### src/rtl/mem_pkg.sv
// Shared types and elaboration-time parameter checks for the parametrised memory.
package mem_pkg;

    typedef enum logic [0:0] {
        CLEAR,
        RUN
    } mem_state_t;

    localparam int unsigned MIN_READ_LATENCY = 1;
    localparam int unsigned MAX_READ_LATENCY = 2;

    function automatic bit latency_ok(input int unsigned lat);
        return (lat >= MIN_READ_LATENCY) && (lat <= MAX_READ_LATENCY);
    endfunction

    function automatic bit params_ok(input int unsigned lat, input int unsigned depth,
                                     input int unsigned addr_width);
        return latency_ok(lat) && (depth >= 1) &&
               (longint'(depth) <= (longint'(1) << addr_width));
    endfunction

endpackage

### src/rtl/mem_array.sv
// DEPTH x DATA_WIDTH storage: one write port and one registered read port.
module mem_array
    import mem_pkg::*;
#(
    parameter int unsigned IDX_WIDTH  = 5,
    parameter int unsigned DATA_WIDTH = 8,
    parameter int unsigned DEPTH      = 32
) (
    input  logic                  clk,
    input  logic                  rst,
    input  logic                  we,
    input  logic [IDX_WIDTH-1:0]  waddr,
    input  logic [DATA_WIDTH-1:0] wdata,
    input  logic                  re,
    input  logic                  rzero,
    input  logic [IDX_WIDTH-1:0]  raddr,
    output logic [DATA_WIDTH-1:0] rdata
);

    logic [DATA_WIDTH-1:0] mem [DEPTH];

    always_ff @(posedge clk) begin
        if (we) begin
            mem[waddr] <= wdata;
        end
    end

    // rzero forces the out-of-range response value without touching the array.
    always_ff @(posedge clk) begin
        if (rst) begin
            rdata <= '0;
        end else if (re) begin
            rdata <= rzero ? '0 : mem[raddr];
        end
    end

endmodule

### src/rtl/param_mem.sv
// Parametrised single-port memory with clear-on-reset sweep, ready/rvalid handshake
// and out-of-range error reporting.
module param_mem
    import mem_pkg::*;
#(
    parameter int unsigned ADDR_WIDTH     = 5,
    parameter int unsigned DATA_WIDTH     = 8,
    parameter int unsigned DEPTH          = 32,
    parameter int unsigned READ_LATENCY   = 1,
    parameter int unsigned CLEAR_ON_RESET = 1,
    parameter logic [DATA_WIDTH-1:0] CLEAR_VALUE = '0
) (
    input  logic                  clk,
    input  logic                  rst,
    input  logic                  read,
    input  logic                  write,
    input  logic [ADDR_WIDTH-1:0] addr,
    input  logic [DATA_WIDTH-1:0] data_in,
    output logic [DATA_WIDTH-1:0] data_out,
    output logic                  ready,
    output logic                  rvalid,
    output logic                  err,
    output logic                  busy
);

    localparam int unsigned IDX_WIDTH = (DEPTH > 1) ? $clog2(DEPTH) : 1;
    localparam logic [ADDR_WIDTH:0]   DEPTH_W  = (ADDR_WIDTH + 1)'(DEPTH);
    localparam logic [ADDR_WIDTH-1:0] LAST_PTR = ADDR_WIDTH'(DEPTH - 1);

    if (!params_ok(READ_LATENCY, DEPTH, ADDR_WIDTH)) begin : g_bad_params
        $error("param_mem: illegal READ_LATENCY/DEPTH/ADDR_WIDTH combination");
    end

    mem_state_t state_q, state_d;
    logic [ADDR_WIDTH-1:0] clr_ptr_q;

    logic in_range, acc_rd, acc_wr, clr_last;
    logic arr_we;
    logic [IDX_WIDTH-1:0]  arr_waddr;
    logic [DATA_WIDTH-1:0] arr_wdata, arr_rdata;

    logic rv1_q, rerr1_q, werr_q;
    logic rd_valid, rd_err;

    assign in_range = {1'b0, addr} < DEPTH_W;
    assign ready    = (state_q == RUN);
    assign busy     = (state_q == CLEAR);
    assign acc_rd   = ready && read && !write;
    assign acc_wr   = ready && write && !read;
    assign clr_last = (clr_ptr_q == LAST_PTR);

    always_comb begin
        state_d = state_q;
        unique case (state_q)
            CLEAR:   if (clr_last) state_d = RUN;
            RUN:     state_d = RUN;
            default: state_d = RUN;
        endcase
    end

    always_ff @(posedge clk) begin
        if (rst) begin
            state_q   <= (CLEAR_ON_RESET != 0) ? CLEAR : RUN;
            clr_ptr_q <= '0;
        end else begin
            state_q <= state_d;
            if (state_q == CLEAR) begin
                clr_ptr_q <= clr_ptr_q + ADDR_WIDTH'(1);
            end
        end
    end

    // The sweep owns the write port while busy; out-of-range writes never reach the array.
    always_comb begin
        arr_we    = acc_wr && in_range;
        arr_waddr = addr[IDX_WIDTH-1:0];
        arr_wdata = data_in;
        if (busy) begin
            arr_we    = 1'b1;
            arr_waddr = clr_ptr_q[IDX_WIDTH-1:0];
            arr_wdata = CLEAR_VALUE;
        end
    end

    mem_array #(
        .IDX_WIDTH  (IDX_WIDTH),
        .DATA_WIDTH (DATA_WIDTH),
        .DEPTH      (DEPTH)
    ) u_array (
        .clk   (clk),
        .rst   (rst),
        .we    (arr_we),
        .waddr (arr_waddr),
        .wdata (arr_wdata),
        .re    (acc_rd),
        .rzero (!in_range),
        .raddr (addr[IDX_WIDTH-1:0]),
        .rdata (arr_rdata)
    );

    always_ff @(posedge clk) begin
        if (rst) begin
            rv1_q   <= 1'b0;
            rerr1_q <= 1'b0;
            werr_q  <= 1'b0;
        end else begin
            rv1_q   <= acc_rd;
            rerr1_q <= acc_rd && !in_range;
            werr_q  <= acc_wr && !in_range;
        end
    end

    if (READ_LATENCY == 1) begin : g_lat1
        assign rd_valid = rv1_q;
        assign rd_err   = rerr1_q;
        assign data_out = arr_rdata;
    end else begin : g_lat2
        logic rv2_q, rerr2_q;
        logic [DATA_WIDTH-1:0] data2_q;

        always_ff @(posedge clk) begin
            if (rst) begin
                rv2_q   <= 1'b0;
                rerr2_q <= 1'b0;
                data2_q <= '0;
            end else begin
                rv2_q   <= rv1_q;
                rerr2_q <= rerr1_q;
                if (rv1_q) begin
                    data2_q <= arr_rdata;
                end
            end
        end

        assign rd_valid = rv2_q;
        assign rd_err   = rerr2_q;
        assign data_out = data2_q;
    end

    assign rvalid = rd_valid;
    // A write error and a delayed read error can land on the same cycle.
    assign err    = werr_q || rd_err;

endmodule

### config.mk
export PLATFORM = sky130hd
export DESIGN_NAME = param_mem
export DESIGN_NICKNAME = d
export VERILOG_FILES = /design/src/rtl/mem_pkg.sv /design/src/rtl/mem_array.sv /design/src/rtl/param_mem.sv
export SDC_FILE = /design/constraint.sdc
export NUM_CORES = 1
export LEC_CHECK = 0
export ABC_AREA = 1
export BUFFER_PORTS_ARGS = -buffer_cell sky130_fd_sc_hd__buf_4
export CORE_MARGIN = 5
export CORE_UTILIZATION = 58
export CTS_CLUSTER_SIZE = 8
export DETAILED_ROUTE_END_ITERATION = 7
export HOLD_SLACK_MARGIN = 0.03
export PLACE_DENSITY = 0.84
export SLEW_MARGIN = 30
export SYNTH_ARGS = -nofsm -noshare
export SYNTH_HDL_FRONTEND = slang
export SYNTH_SLANG_ARGS = --single-unit
### constraint.sdc
create_clock -name clk -period 4.3 [get_ports clk]
set_input_delay 0.86 -clock clk [delete_from_list [all_inputs] [get_ports clk]]
set_output_delay 0.86 -clock clk [all_outputs]
set_load 0.01 [all_outputs]
==> results_dict.tcl <==
set metrics [dict create \
    status "completed" \
    cts_inserted_buffers 39 \
    drt_iter0_markers 1106 \
    swShare_pct 21.2 \
    synth_area_sq_um 11200 \
    end_kind "flip-flop" \
    ys_ff_latch 271 \
    worstMarginPinSlew_ns 0.897 \
    htree_levels 2 \
    wl_per_cell_um 20.3 \
    grt_max_degree 76 \
    drcViolationCount 0 \
    min_period_ns 2.67 \
    crit_arrival_ns 2.80 \
    rsz0062_at_grt "no" \
    drive_above_1_share_pct 8.67 \
    postCtsResizedCells 0 \
    dr.pass1.iters 6 \
    grtUsageTotal_pct 23.8 \
    drt-total-wl_um 26500 \
    grt-ovfl-total 0 \
    start_kind "input pin" \
    gp_congestion 0.946 \
    hp-class "flip-flop to flip-flop" \
    finalClockSkew_ns 0.0120 \
    seq_area_sq_um 7990 \
    hold_viol_final 0 \
    maxSlewHeadroom_pct 39.8 \
    vias_per_cell 5.91 \
    io_buffers 27 \
    cts.sinks 271 \
    coreArea_sq_um 19300 \
    crit_type "input pin to flip-flop" \
    area_growth_pct 11.7 \
    cp_max_fo 17 \
    power_frac_clock_pct 46.4 \
    start_util_pct 58.3 \
    grt_first_pass_wirelength_um 40300 \
    yosysMostFrequentCell "nand2_1" \
    ioPinCount 29 \
    antenna_found_initial 1 \
    yosysWarnings 0 \
    final_antenna_net_count 0 \
    peakVddDrop_uv 449 \
    place_area_sq_um 11400 \
    cap_violations 0 \
    netlist_top_cells_count "nand2_1, edfxtp_1, nand3_1, nor2_1, inv_1" \
    final_nets 1034 \
    rows 51 \
    slew_violations 0 \
    synth_cells 996 \
    die-width_um 149 \
    internal_power_uw 4710 \
    die_h_um 149 \
    synth_top_area_share_pct 68.4 \
    clk_latency_ns 0.51 \
    tritoncts "done" \
    ys.flop_type "edfxtp_1" \
    cp.required_ns 4.43 \
    clk_pin_slew_worst_paths_ns 0.05 \
    finish.utilization_pct 65.2 \
    multi_input_area_sq_um 2750 \
    leakage_uw 0.00470 \
    power_frac_seq_pct 48.4 \
    max_freq_mhz 374 \
    postSynthNetCount 1015 \
    ys_top_cells_by_area "edfxtp_1, nand2_1, nand3_1" \
    vias 7713 \
    async_flop_share_pct 0 \
    dpl.hpwl_um 14600 \
    finalSetupTns_ns 0 \
    fill_cells 1377 \
    die_area_sq_um 22300 \
    power_frac_comb_pct 5.1 \
    finalCritPeriodShare_pct 62.1 \
    yosysSeqAreaShare_pct 71.0 \
    yosysTopAreaCell "edfxtp_1" \
    p_sw_uw 1270 \
    cts_root_buf "clkbuf_16" \
    setup_viol 0 \
    syn_area_per_cell_sq_um 11.3 \
    powerDensity_nw_per_um2 475 \
    clock_path_buffers 3 \
    synthDistinctLibCells 21 \
    grt_pass1_vias 7424 \
    hold_buffers 0 \
    stdcell_area_sq_um 12600 \
    synth_edf_count 256 \
    cts_setup_buffers 0 \
]
[sequential cells by signal, summed over array words and instances (netlist names)]
signal	flops
clr_ptr_q	5
ready	1
rvalid	1
u_array.mem	256
u_array.rdata	8
[final cells by class]
type | count | area share, %
Sequential cell | 271 | 63.6
Timing Repair Buffer | 36 | 2.15
Multi-Input combinational cell | 640 | 21.9
Antenna cell | 1 | 0.0199
Clock buffer | 64 | 8.85
Inverter | 27 | 0.837
Tap cell | 265 | 2.64
[per-layer routing]
metal  part of all wire (%)  global-route usage [%]  vias to the layer above
met5                      0                       0                        -
met1                     36                    31.2                     3637
met2                     50                    40.1                      524
met3                     10                    3.28                       68
met4                    3.6                    10.4                        0
li1                       -                       -                     3484
[cell families after synthesis]
family                   count (synthesis)  synth area share, %
AO/OA/AOI/OAI                           29                 1.32
adder cells (fa/ha/maj)                  2                0.223
buffers and inverters                   85                 4.50
flip-flops                             271                 71.0
other                                    1               0.0333
AND/OR/NAND/NOR                        608                 22.9
[cell usage in the layout (no fill, tap or decap), types with 5 or more instances in the layout]
| master | synthesis | final |
|---|---|---|
| edfxtp_1 | 256 | 256 |
| clkbuf_16 | 0 | 41 |
| buf_4 | 15 | 36 |
| clkbuf_1 | 9 | 23 |
| dfxtp_1 | 15 | 14 |
| nor2_1 | 43 | 43 |
| a21oi_1 | 13 | 13 |
| o21ai_0 | 14 | 14 |
| nand2_1 | 348 | 348 |
| inv_1 | 23 | 17 |
| inv_2 | 2 | 5 |
| nand3_1 | 210 | 210 |
[power by group through the flow]
stage	Sequential [uW]	Clock [uW]	Combinational (uW)
final	2890	2770	306
after global routing	2890	2900	332
after CTS	2890	2770	299
after detailed placement	2940	0	292
after global placement	2940	0	284
after floorplan	2940	0	221
[through the flow]
step | hold slack [ns] | std cells | power, uW | setup slack, ns
3_3_place_gp | 0.492 | 1239 | 3220 | 1.29
3_5_place_dp | 0.512 | 1239 | 3230 | 1.24
6_report | 0.522 | 1304 | 5970 | 1.63
5_1_grt | 0.546 | 1304 | 6120 | 1.44
4_1_cts | 0.521 | 1303 | 5960 | 1.30
2_1_floorplan | 0.456 | 996 | 3160 | 1.93
[path summary, 6_finish.rpt]
path                     start  slack, ns  cells past startpoint            endpoint
setup / recovery       addr[3]       1.63                      7  u_array.mem[13][6]
hold / removal    clr_ptr_q[0]       0.52                      2        clr_ptr_q[0]
setup reg to reg         ready       1.65                      4  u_array.mem[16][4]
hold reg to reg   clr_ptr_q[0]       0.52                      2        clr_ptr_q[0]
[worst max-delay path: stages]
cell      delay [ns]
buf_4           0.18
clkinv_1        0.41
nand2_1         0.15
o21ai_0         0.19
nor2_1          0.26
nand2_1         0.15
nor2_1          0.60
No activity file was read; power rests on OpenSTA's default activity.
